--- src/rtl/seg_pkg.sv ---
// Shared definitions for the seven-segment reader and the display driver.
// This file holds the segment patterns for digits 0-9, the blank pattern,
// the blank code, the reader FSM state encoding, and the decode helper.
// Segment bit order is bit6..bit0 = segments g..a.
package seg_pkg;

    localparam logic [6:0] PAT_0     = 7'b0111111;
    localparam logic [6:0] PAT_1     = 7'b0000110;
    localparam logic [6:0] PAT_2     = 7'b1011011;
    localparam logic [6:0] PAT_3     = 7'b1001111;
    localparam logic [6:0] PAT_4     = 7'b1100110;
    localparam logic [6:0] PAT_5     = 7'b1101101;
    localparam logic [6:0] PAT_6     = 7'b1111100;
    localparam logic [6:0] PAT_7     = 7'b0000111;
    localparam logic [6:0] PAT_8     = 7'b1111111;
    localparam logic [6:0] PAT_9     = 7'b1100111;
    localparam logic [6:0] PAT_BLANK = 7'b0000000;

    localparam logic [3:0] BLANK_CODE = 4'hF;

    // Reader FSM: SYNC waits for a units frame; HAVE_UNIT holds a pending
    // units digit and waits for the matching tens frame.
    typedef enum logic {
        ST_SYNC      = 1'b0,
        ST_HAVE_UNIT = 1'b1
    } reader_state_t;

    typedef struct packed {
        logic       legal;
        logic [3:0] value;
    } seg_decode_t;

    // Maps a segment pattern to a digit code. The blank pattern is legal
    // and decodes to BLANK_CODE. Any other unknown pattern is illegal.
    function automatic seg_decode_t seg_decode(input logic [6:0] pat);
        seg_decode_t d;
        d.legal = 1'b1;
        d.value = 4'd0;
        case (pat)
            PAT_0:     d.value = 4'd0;
            PAT_1:     d.value = 4'd1;
            PAT_2:     d.value = 4'd2;
            PAT_3:     d.value = 4'd3;
            PAT_4:     d.value = 4'd4;
            PAT_5:     d.value = 4'd5;
            PAT_6:     d.value = 4'd6;
            PAT_7:     d.value = 4'd7;
            PAT_8:     d.value = 4'd8;
            PAT_9:     d.value = 4'd9;
            PAT_BLANK: d.value = BLANK_CODE;
            default: begin
                d.legal = 1'b0;
                d.value = 4'd0;
            end
        endcase
        return d;
    endfunction

endpackage

--- src/rtl/seg_stable_filter.sv ---
// Input stability filter for the segment reader.
// It registers the raw segments and digit inputs once. It then counts how
// many consecutive cycles the registered pair has stayed the same. When the
// count first reaches STABLE_CYCLES, it emits a single-cycle accept.
// Ports:
//   clk, rst_n    - clock and async active-low reset
//   i_segments    - raw segment pattern (g..a)
//   i_digit       - raw digit select (0 = units, 1 = tens)
//   o_s_seg       - registered segment pattern
//   o_s_dig       - registered digit select
//   o_accept      - one-cycle pulse; the registered sample is now stable
module seg_stable_filter #(
    parameter int STABLE_CYCLES = 1
) (
    input  logic       clk,
    input  logic       rst_n,
    input  logic [6:0] i_segments,
    input  logic       i_digit,
    output logic [6:0] o_s_seg,
    output logic       o_s_dig,
    output logic       o_accept
);

    localparam logic [3:0] STABLE = 4'(STABLE_CYCLES);

    logic [6:0] r_s_seg;
    logic       r_s_dig;
    logic [3:0] r_run;
    logic       r_accept;

    logic       w_restart;
    logic [3:0] w_run_next;
    logic       w_accept_next;

    // A run restarts on the first sample after reset (run==0), or when the
    // incoming sample differs from the one currently held.
    always_comb begin
        w_restart = (r_run == 4'd0) || ({i_segments, i_digit} != {r_s_seg, r_s_dig});
        if (w_restart) begin
            w_run_next = 4'd1;
        end else if (r_run >= STABLE) begin
            w_run_next = STABLE;
        end else begin
            w_run_next = r_run + 4'd1;
        end
        // Fire only on the cycle the run arrives at STABLE. A saturated run
        // that is held stays silent. With STABLE=1, every restart fires.
        w_accept_next = (w_run_next == STABLE) && (w_restart || (r_run != STABLE));
    end

    always_ff @(posedge clk or negedge rst_n) begin
        if (!rst_n) begin
            r_s_seg  <= 7'd0;
            r_s_dig  <= 1'b0;
            r_run    <= 4'd0;
            r_accept <= 1'b0;
        end else begin
            r_s_seg  <= i_segments;
            r_s_dig  <= i_digit;
            r_run    <= w_run_next;
            r_accept <= w_accept_next;
        end
    end

    assign o_s_seg  = r_s_seg;
    assign o_s_dig  = r_s_dig;
    assign o_accept = r_accept;

endmodule

--- src/rtl/segment_reader.sv ---
// Multiplexed seven-segment reader.
// The block watches a two-digit display bus. It filters each frame for
// stability and decodes the pattern. It then pairs a units frame with the
// following tens frame and commits the pair.
// Ports:
//   clk, rst_n   - clock and async active-low reset
//   enable       - high = capture running; low = acceptance suppressed
//   segments     - multiplexed segment pattern (g..a)
//   digit        - 0 = units frame, 1 = tens frame
//   clear_error  - clears the sticky error flag
//   ten_count    - last committed tens value (4'hF = blank)
//   unit_count   - last committed units value (4'hF = blank)
//   valid        - one-cycle pulse when a pair commits
//   changed      - pulse with valid when the pair differs from the previous one
//   error        - sticky illegal-pattern flag
//   dbg_state    - current FSM state (0 = SYNC, 1 = HAVE_UNIT)
//
// Handshake: valid is a one-cycle strobe with no back-pressure. ten_count
// and unit_count are stable from the cycle valid is high until the next commit.
module segment_reader
    import seg_pkg::*;
#(
    parameter int STABLE_CYCLES = 1
) (
    input  logic       clk,
    input  logic       rst_n,
    input  logic       enable,
    input  logic [6:0] segments,
    input  logic       digit,
    input  logic       clear_error,
    output logic [3:0] ten_count,
    output logic [3:0] unit_count,
    output logic       valid,
    output logic       changed,
    output logic       error,
    output logic       dbg_state
);

    logic [6:0]    w_s_seg;
    logic          w_s_dig;
    logic          w_accept_raw;
    logic          w_acc;
    seg_decode_t   w_dec;

    reader_state_t r_state;
    reader_state_t w_state_next;

    logic          w_store_unit;
    logic          w_commit;
    logic          w_set_err;
    logic          w_discard;

    logic [3:0]    r_pending;
    logic [3:0]    r_ten;
    logic [3:0]    r_unit;
    logic          r_valid;
    logic          r_changed;
    logic          r_error;
    logic          r_has_commit;

    seg_stable_filter #(
        .STABLE_CYCLES (STABLE_CYCLES)
    ) u_filter (
        .clk        (clk),
        .rst_n      (rst_n),
        .i_segments (segments),
        .i_digit    (digit),
        .o_s_seg    (w_s_seg),
        .o_s_dig    (w_s_dig),
        .o_accept   (w_accept_raw)
    );

    assign w_acc = w_accept_raw & enable;
    assign w_dec = seg_decode(w_s_seg);

    // State register
    always_ff @(posedge clk or negedge rst_n) begin
        if (!rst_n) begin
            r_state <= ST_SYNC;
        end else begin
            r_state <= w_state_next;
        end
    end

    // Next-state logic
    always_comb begin
        w_state_next = r_state;
        if (!enable) begin
            w_state_next = ST_SYNC;
        end else if (w_acc) begin
            if (!w_dec.legal) begin
                w_state_next = ST_SYNC;
            end else begin
                case (r_state)
                    ST_SYNC:      if (!w_s_dig) w_state_next = ST_HAVE_UNIT;
                    ST_HAVE_UNIT: if (w_s_dig)  w_state_next = ST_SYNC;
                    default:      w_state_next = ST_SYNC;
                endcase
            end
        end
    end

    // Output / action decode
    always_comb begin
        w_store_unit = 1'b0;
        w_commit     = 1'b0;
        w_set_err    = 1'b0;
        w_discard    = !enable;
        if (w_acc) begin
            if (!w_dec.legal) begin
                w_set_err = 1'b1;
                w_discard = 1'b1;
            end else begin
                case (r_state)
                    // A tens frame without a pending unit is simply dropped.
                    ST_SYNC: w_store_unit = !w_s_dig;
                    ST_HAVE_UNIT: begin
                        w_store_unit = !w_s_dig;
                        w_commit     = w_s_dig;
                    end
                    default: ;
                endcase
            end
        end
    end

    // Datapath registers
    always_ff @(posedge clk or negedge rst_n) begin
        if (!rst_n) begin
            r_pending    <= 4'd0;
            r_ten        <= 4'd0;
            r_unit       <= 4'd0;
            r_valid      <= 1'b0;
            r_changed    <= 1'b0;
            r_error      <= 1'b0;
            r_has_commit <= 1'b0;
        end else begin
            if (w_discard) begin
                r_pending <= 4'd0;
            end else if (w_store_unit) begin
                r_pending <= w_dec.value;
            end

            r_valid <= w_commit;
            // The first commit after reset always reports a change. This holds
            // even when the pair equals the 0/0 reset value.
            r_changed <= w_commit &&
                         (!r_has_commit || ({w_dec.value, r_pending} != {r_ten, r_unit}));
            if (w_commit) begin
                r_ten        <= w_dec.value;
                r_unit       <= r_pending;
                r_has_commit <= 1'b1;
            end

            // An illegal accept beats a same-cycle clear.
            if (w_set_err) begin
                r_error <= 1'b1;
            end else if (clear_error) begin
                r_error <= 1'b0;
            end
        end
    end

    assign ten_count  = r_ten;
    assign unit_count = r_unit;
    assign valid      = r_valid;
    assign changed    = r_changed;
    assign error      = r_error;
    assign dbg_state  = r_state;

endmodule

--- config.mk ---
export PLATFORM = sky130hd
export DESIGN_NAME = segment_reader
export DESIGN_NICKNAME = d
export VERILOG_FILES = /design/src/rtl/seg_pkg.sv /design/src/rtl/seg_stable_filter.sv /design/src/rtl/segment_reader.sv
export SDC_FILE = /design/constraint.sdc
export NUM_CORES = 1
export LEC_CHECK = 0
export BUFFER_PORTS_ARGS = -buffer_cell sky130_fd_sc_hd__buf_2
export CAP_MARGIN = 20
export CORE_ASPECT_RATIO = 1.75
export CORE_MARGIN = 1
export CORE_UTILIZATION = 50
export CTS_CLUSTER_SIZE = 40
export DETAILED_ROUTE_END_ITERATION = 8
export PLACE_DENSITY = 0.68
export SLEW_MARGIN = 0
export SYNTH_ARGS = -nofsm -noshare
export SYNTH_HDL_FRONTEND = slang
export SYNTH_SLANG_ARGS = --single-unit
export TNS_END_PERCENT = 1
--- constraint.sdc ---
create_clock -name clk -period 2.9 [get_ports clk]
set_clock_uncertainty 0.1 [all_clocks]
set_input_delay 0.29 -clock clk [delete_from_list [all_inputs] [get_ports clk]]
set_output_delay 0.29 -clock clk [all_outputs]
set_load 0.005 [all_outputs]
# Yosys cells after proc, flatten, opt, wreduce, memory -nomap -nowiden
# Cells that the tools add are included.
# totals
reg_bits	30
in_bits	12
output_inout_bits	12
word_cells	64
# op_classes
n_addsub	1
n_lt_le_gt_ge	1
n_eq_ne	15
n_mux	21
bitwise_logic	1
n_reduce_logical	13
# op_table
cell	count
7-bit == test (second input constant)	7
4-bit one-hot mux with 10 select lines	1
1-bit 2-to-1 mux	16
4-bit 2-to-1 mux	4
8-bit inequality test	2
7-bit by 3-bit == test with 1-bit output (second input constant)	2
11-bit OR reduction	1
7-bit by 6-bit == test with 1-bit output (second input constant)	1
7-bit zero test	1
4-bit by 1-bit adder with 4-bit output (second input constant)	1
4-bit by 1-bit == test with 1-bit output (second input constant)	1
4-bit by 1-bit >= comparator with 1-bit output (second input constant)	1
4-bit zero test	1
4-bit by 1-bit inequality test with 1-bit output (second input constant)	1
2-bit nonzero test	2
1-bit zero test	3
1-bit logical OR	3
1-bit logical AND	2
2-bit by 1-bit inequality test with 1-bit output (second input constant)	1
1-bit bitwise AND	1

# Longest topological paths before layout
# Gate-level depths: netlist of run 1.
# logic_depth
ltp_word	7
mapped_depth	6
ltp_nobuf	6

# Hierarchy
# From an unflattened synthesis of run 1, not the netlist that was laid out.
# hier_totals
cells_unflattened	156
area_unflattened_um2	1647.8
# modules_own_cells
module	instances	cells_each	area_each_um2	seq_area_each_um2
segment_reader	1	117	1114.8	425.4
seg_stable_filter	1	39	533.0	325.3

# Least setup slack after synthesis of run 1
# No wires, ideal clock.
# synth_timing
path_kind	reg2reg
startpoint	register u_filter.r_s_seg[0] (netlist: u_filter.o_s_seg[0])
endpoint	register r_ten[0] (netlist: ten_count[0])
setup_ns	0.125
t_arrival_ns	1.784
t_required_ns	2.675
setup_slack_ns	0.891
stages_incl_launch_ff	7
path_buffers	1
synth_period_minus_slack_ns	2.009
cell_sequence	dfrtp_1 > buf_6 > nor4b_1 > o31ai_2 > nor3b_4 > a21oi_4 > mux2_4
# synth_between
elab_chain_len	5
word_cells_on_any_way	16
cone_classes	eq/ne: 10; mux: 4; reduce/logical: 2
# synth_lines
item	line	text
from (decl)	seg_stable_filter.sv:26	logic [6:0] r_s_seg;
from (signal assigned)	seg_stable_filter.sv:58	r_s_seg <= i_segments;
7-bit == test, or another cell as far along	seg_pkg.sv:39	case (pat)
11-bit OR reduction (no source line) *	n/a	
1-bit 2-to-1 mux *	seg_pkg.sv:39	
1-bit 2-to-1 mux *	segment_reader.sv:110	if (!w_dec.legal) begin
1-bit 2-to-1 mux *	segment_reader.sv:109	if (w_acc) begin
net w_commit	segment_reader.sv:49	logic w_commit;
to (signal assigned)	segment_reader.sv:150	r_ten <= w_dec.value;
to (decl)	segment_reader.sv:54	logic [3:0] r_ten;
# Mark *: on every way through the listed nets, which the timed path passes. The rest lies on a longest branch.
# A chain may end at the register's enable or synchronous reset.

# Worst setup path in the final report of run 1
# layout_timing
startpoint	register u_filter.r_s_seg[3] (netlist: u_filter.o_s_seg[3])
endpoint	register r_ten[1] (netlist: ten_count[1])
# Same word-level chain as after synthesis.

==> impl_metrics.csv, run 1 <==
group,metric,value,unit
setup_path,crit_cells,5,
synth,netlist.area_leader.share,43.1,%
placement,pre_cts_ws,0.547,ns
timing,period_share,82.2,%
clocking,cts-root-buf,"clkbuf_8",
synth,syn_area_per_cell,10.6,um2
timing,setup_viol,0,
clocking,numCtsBuffers,5,
synth,yosysWarningCount,0,
cells_and_area,diodes,0,
setup_path,worstSetupStartpoint,"u_filter.o_s_seg[3]",
synth,syn_nets,180,
synth,synth_top_area_cell,"dfrtp_1",
timing,finalHoldViolations,0,
cells_and_area,syn_to_final_growth,12.8,%
floorplan,core_area,3360,um2
timing,final.setup.worst_slack,0.516,ns
detailed_routing,drtIter0Drc,26,
placement,place_hpwl,2.57,mm
clocking,cts_resized,0,
setup_path,path_buf_inv,0,
floorplan,die_w,46.6,um
worst_hold_path,worstHoldPathCells,1,
synth,synth_enable_flop_cells,0,
synth,ys_seq_area_share,43.1,%
synth,netlist_top_cells_count,"30 x dfrtp_1, 14 x xor2_1, 9 x nand2_1",
worst_hold_path,worstHoldPathType,"primary input to flip-flop",
setup_path,crit_type,"flip-flop to flip-flop",
floorplan,dieArea,3730,um2
cells_and_area,fin_nets,203,
cells_and_area,drive_gt1_share,21.8,%
clocking,clock_path_buffers,2,
worst_hold_path,worstHoldStart,"segments[5]",
clocking,worst_skew_pair.late_latency,0.28,ns
floorplan,rows,28,
clocking,clkTransAtPathRegs,0.06,ns
detailed_routing,wl,3.50,mm
floorplan,die_h,80.1,um
global_route,grt_usage,22.1,%
timing,maxSlewHeadroom,57.1,%
job,cap_violations,0,
global_route,grt_max_degree,31,
synth,synth_ff_type,"dfrtp_1",
cells_and_area,multi_input_area,922,um2
timing,slew_viol_final,0,
setup_path,cp_data_arrival_time,2.45,ns
clocking,cts_tree,"done",
synth,ys_top_cells_by_area,"dfrtp_1 43%, xor2_1 7.0%, mux2_4 5.2%",
setup_path,end_kind,"flip-flop",
timing,fin_tns_setup,0,ns
detailed_routing,avgViaCountPerCell,5.68,
setup_path,r2r-start,"u_filter.o_s_seg[3]",
setup_path,crit_path_start_kind,"flip-flop",
timing,max_freq,0.419,GHz
detailed_routing,ant_nets,0,
clocking,post_cts_buffers,0,
timing,fin_crit,2.38,ns
synth,synth_cell_types,47,
setup_path,worst_ep_required_time,2.96,ns
global_route,globalRouteOverflowTotal,0,
placement,place_congestion,0.870,
power,power_density,436,nW/um2
detailed_routing,drt_pre_antenna_iters,4,
setup_path,worstPathCellList,"nor4_1 > a32o_1 > nor3b_4 > a21oi_4 > mux2_4",
synth,async_flop_share,100,%
status,status,"finished, final reports clean",
setup_path,worst_path_max_delay_cell,"dfrtp_1",
setup_path,slowest_delay,0.56,ns
synth,syn-cell-area,1740,um2
timing,worst_pin_slew,0.643,ns
detailed_routing,drc,0,
clocking,cts-htree-levels,2,
placement,port_buffers,23,
setup_path,reg2reg_depth,5,
global_route,antenna_found_initial,0,
power,ir_drop,0.399,mV
synth,synth-seq-cells,30,
setup_path,critPathMaxFanout,15,
cells_and_area,regArea,751,um2
global_route,grt_pass1_wl,5.89,mm
detailed_routing,vias,1323,
detailed_routing,wl_per_cell,15.0,um
setup_path,cp_top_family,"compound AO/OA/AOI/OAI gates",
global_route,grt_pass1_vias,1339,
floorplan,io-pin-count,24,
cells_and_area,fill_cells,301,
floorplan,start_util,51.8,%
timing,rsz0062_at_grt,"false",
cells_and_area,final_cells,233,
power,power_leakage,0.907,nW
clocking,numClockSinks,30,
placement,place_inst,224,
synth,syn_inst,164,
synth,synth.most_common_cell,"dfrtp_1",
[metrics by stage]
stage | util (%) | hold slack [ns] | power, mW | instance area (um2)
floorplan | - | -0.106 | 0.498 | 1740
CTS | 58.4 | 0.0267 | 0.872 | 1960
global route | 58.4 | 0.0290 | 0.896 | 1960
detailed placement | 55.4 | 0.254 | 0.525 | 1860
global placement | 55.4 | 0.244 | 0.522 | 1860
finish | 58.4 | 0.0414 | 0.856 | 1960
[state kept, by name, indices dropped and copies added (netlist names)]
signal,cells
changed,1
u_filter.o_accept,1
u_filter.r_run,4
r_has_commit,1
ten_count,4
r_pending,4
valid,1
u_filter.o_s_seg,7
error,1
unit_count,4
dbg_state,1
u_filter.o_s_dig,1
[report_power, final]
group | leakage (nW) | internal (mW) | switching, mW | total (mW)
combinational | 0.474 | 0.0311 | 0.0350 | 0.0661
sequential | 0.385 | 0.428 | 0.0240 | 0.452
clock | 0.0482 | 0.191 | 0.147 | 0.338
total | 0.907 | 0.650 | 0.206 | 0.856
[final cells by class]
type,count,share of cell area (%)
clock buffer,7,4.39
sequential,30,38.2
inverter,5,0.955
tap,45,2.87
multi-input combinational,121,46.9
timing repair buffer,24,6.37
clock inverter,1,0.255
[metal layers]
| layer | up-vias | GRT usage [%] | wire length [um] |
|---|---|---|---|
| met2 | 32 | 38.6 | 1900 |
| met3 | 9 | 4.94 | 124 |
| met4 | 0 | 12.3 | 114 |
| met1 | 644 | 22.7 | 1360 |
| met5 | - | 0 | 0 |
| li1 | 638 | - | - |
[placed cells by master (no fill, tap or decap), types with 3 or more instances in the layout]
cell | netlist | routed
and3_1 | 3 | 3
buf_2 | 4 | 23
and2_1 | 3 | 3
ha_1 | 4 | 4
nor4_1 | 3 | 3
o21ai_0 | 6 | 6
mux2_4 | 6 | 6
o31a_1 | 3 | 3
nor2_1 | 6 | 6
a21oi_1 | 5 | 5
nand3_1 | 3 | 3
nand4_1 | 4 | 4
xor2_1 | 14 | 14
and4bb_1 | 3 | 3
nor2b_1 | 3 | 3
nand2_1 | 9 | 9
nor3_1 | 7 | 7
clkbuf_8 | 0 | 6
xnor2_1 | 3 | 3
o21a_1 | 5 | 5
dfrtp_1 | 30 | 30
inv_1 | 5 | 5
[final timing paths]
| kind | slack [ns] | to |
|---|---|---|
| max | 0.52 | ten_count[1] |
| min | 0.04 | u_filter.o_s_seg[5] |
| max reg2reg | 0.52 | ten_count[1] |
| min reg2reg | 0.38 | r_has_commit |
| max in group asynchronous | 1.80 | u_filter.o_s_seg[0] |
| min in group asynchronous | 0.47 | ten_count[3] |
[timing repair]
item                       CTS  global route
setup endpoints to repair    0             0
hold buffers                 1             0
hold endpoints to repair    30             0
[kinds of logic (layout without fill, tap and decap cells)]
group,after synthesis,in the layout,share of synthesized area (%)
DFF,30,30,43.1
buffers and inverters,13,37,3.95
other,1,1,0.215
adders and majority gates,4,4,2.87
and+or+nand+nor,56,56,20.3
xor gates and xnor gates,17,17,8.55
AOI/OAI and AO/OA,37,37,15.9
muxes,6,6,5.17
(Power assumes the default switching activity.)
==> run 2, diff against run 1 <==
==> constraint.sdc (replaced) <==
create_clock -name clk -period 2.45 [get_ports clk]
set_clock_uncertainty 0.1 [all_clocks]
set_input_delay 0.245 -clock clk [delete_from_list [all_inputs] [get_ports clk]]
set_output_delay 0.245 -clock clk [all_outputs]
set_load 0.005 [all_outputs]
==> run 2 against run 1 <==
  * Sequential power increased by 17%
  * Die area unchanged
  * Register-to-register slack lost 0.36 ns
  * Sequential cell count did not move
  * Total power grew 32%
  * Via count grew 5.6%
==> impl_metrics.csv, run 2 (same netlist as run 1, synthesis figures left out) <==
group,metric,value,unit
clocking,cts_resized,0,
placement,place_inst,229,
global_route,grt_max_degree,31,
timing,fin_crit,2.30,ns
floorplan,dieArea,3730,um2
floorplan,core_area,3360,um2
cells_and_area,final_cells,245,
clocking,numCtsBuffers,5,
timing,rsz0062_at_grt,"false",
cells_and_area,final_cell_mix,"30 x dfrtp_1, 23 x buf_2, 14 x xor2_1",
detailed_routing,vias,1397,
detailed_routing,wl,3.56,mm
floorplan,io-pin-count,24,
power,power_density,538,nW/um2
clocking,cts-htree-levels,2,
power,ir_drop,0.528,mV
cells_and_area,largest_reg_flops,7,
setup_path,worst_ep_required_time,2.51,ns
placement,place_hpwl,2.60,mm
detailed_routing,drtIter0Drc,56,
power,p_switching,250,uW
setup_path,crit_path_start_kind,"flip-flop",
global_route,grt_usage,22.3,%
power,combPwrFrac,8.9,%
timing,maxSlewHeadroom,56.9,%
floorplan,die_h,80.1,um
setup_path,slowest_delay,0.56,ns
timing,max_freq,0.435,GHz
timing,period_share,93.7,%
cells_and_area,final_common_cell,"dfrtp_1",
floorplan,rows,28,
floorplan,start_util,51.8,%
setup_path,worstPathCellList,"and4bb_1 > o31ai_2 > nor3b_4 > a21oi_4 > mux2_4",
cells_and_area,fin_nets,216,
global_route,globalRouteOverflowTotal,0,
detailed_routing,drt_pre_antenna_iters,4,
global_route,grt_pass1_wl,5.93,mm
placement,port_buffers,23,
timing,fin_tns_setup,0,ns
timing,worst_pin_slew,0.647,ns
job,cap_violations,0,
floorplan,die_w,46.6,um
detailed_routing,avgViaCountPerCell,5.70,
setup_path,end_kind,"flip-flop",
cells_and_area,fill_cells,282,
detailed_routing,wl_per_cell,14.5,um
worst_hold_path,worstHoldPathType,"primary input to flip-flop",
power,power_leakage,0.973,nW
clocking,numClockSinks,30,
clocking,post_cts_buffers,0,
setup_path,cp_data_arrival_time,2.36,ns
power,swShare,22.1,%
setup_path,worst_path_max_delay_cell,"dfrtp_1",
detailed_routing,ant_nets,0,
detailed_routing,drc,0,
clocking,cts_tree,"done",
cells_and_area,drive_gt1_share,23.0,%
cells_and_area,syn_to_final_growth,20.8,%
power,intPower,882,uW
power,clkPwrFrac,44.5,%
timing,hold-worst-slack,0.0450,ns
clocking,clock_path_buffers,2,
power,seq_power_share,46.7,%
cells_and_area,diodes,0,
timing,finalHoldViolations,0,
timing,slew_viol_final,0,
setup_path,crit_type,"flip-flop to flip-flop",
setup_path,critPathMaxFanout,13,
clocking,cts-root-buf,"clkbuf_8",
global_route,grt_pass1_vias,1392,
timing,setup_viol,0,
clocking,worst_skew_pair.late_latency,0.28,ns
placement,place_congestion,0.860,
clocking,clkTransAtPathRegs,0.07,ns
status,status,"finished, final reports clean",
global_route,antenna_found_initial,0,
run 2: per-layer routing:
metal	share of wire (%)	up-vias	GRT usage, %
li1	-	667	-
met1	38	685	21.8
met2	57	38	39.7
met3	3.1	7	4.94
met4	2.3	0	12.9
met5	0	-	0
run 2: repair_timing:
item | in CTS | in global routing
setup endpoints to repair | 0 | 0
hold endpoints to repair | 38 | 0
hold buffers | 9 | 0
run 2: metrics by stage:
| step | setup slack [ns] | cell area, um2 | utilization (%) | power (mW) |
|---|---|---|---|---|
| 2_1_floorplan | 0.441 | 1740 | - | 0.589 |
| 5_1_grt | 0.0178 | 2100 | 62.5 | 1.18 |
| 3_5_place_dp | 0.158 | 1900 | 56.5 | 0.627 |
| 6_report | 0.154 | 2100 | 62.5 | 1.13 |
| 3_3_place_gp | 0.232 | 1900 | 56.5 | 0.624 |
| 4_1_cts | 0.164 | 2100 | 62.5 | 1.15 |
run 2: power by group through the flow:
stage	Sequential, mW	Clock [mW]	Combinational [mW]
global placement	0.536	0	0.0883
global route	0.531	0.532	0.112
floorplan	0.524	0	0.0653
CTS	0.528	0.518	0.101
detailed placement	0.537	0	0.0904
finish	0.528	0.503	0.100
run 2: layout make-up:
type	instances	area, um2	area share, %
clock buffer	6	82.6	3.93
clock inverter	1	30.0	1.43
inverter	5	18.8	0.892
multi-input combinational	121	922	43.8
sequential	30	751	35.7
tap	45	56.3	2.68
timing repair buffer	37	243	11.5
run 2: worst max-delay path: cells and delay by family, from the launching register on:
kind / cells / cell delay (ns)
compound gates: 2 / 0.50
flops: 1 / 0.56
mux: 1 / 0.33
simple gates: 2 / 0.70
run 2: final timing paths:
kind                                      from                  end  slack (ns)  cells after the start
setup / recovery           u_filter.o_s_seg[0]        unit_count[2]        0.15                      5
hold / removal                     clear_error                error        0.04                      2
setup reg to reg           u_filter.o_s_seg[0]        unit_count[2]        0.15                      5
hold reg to reg                   r_has_commit         r_has_commit        0.38                      1
max in group asynchronous                rst_n  u_filter.o_s_seg[3]        1.40                      2
min in group asynchronous                rst_n         r_pending[1]        0.42                      2
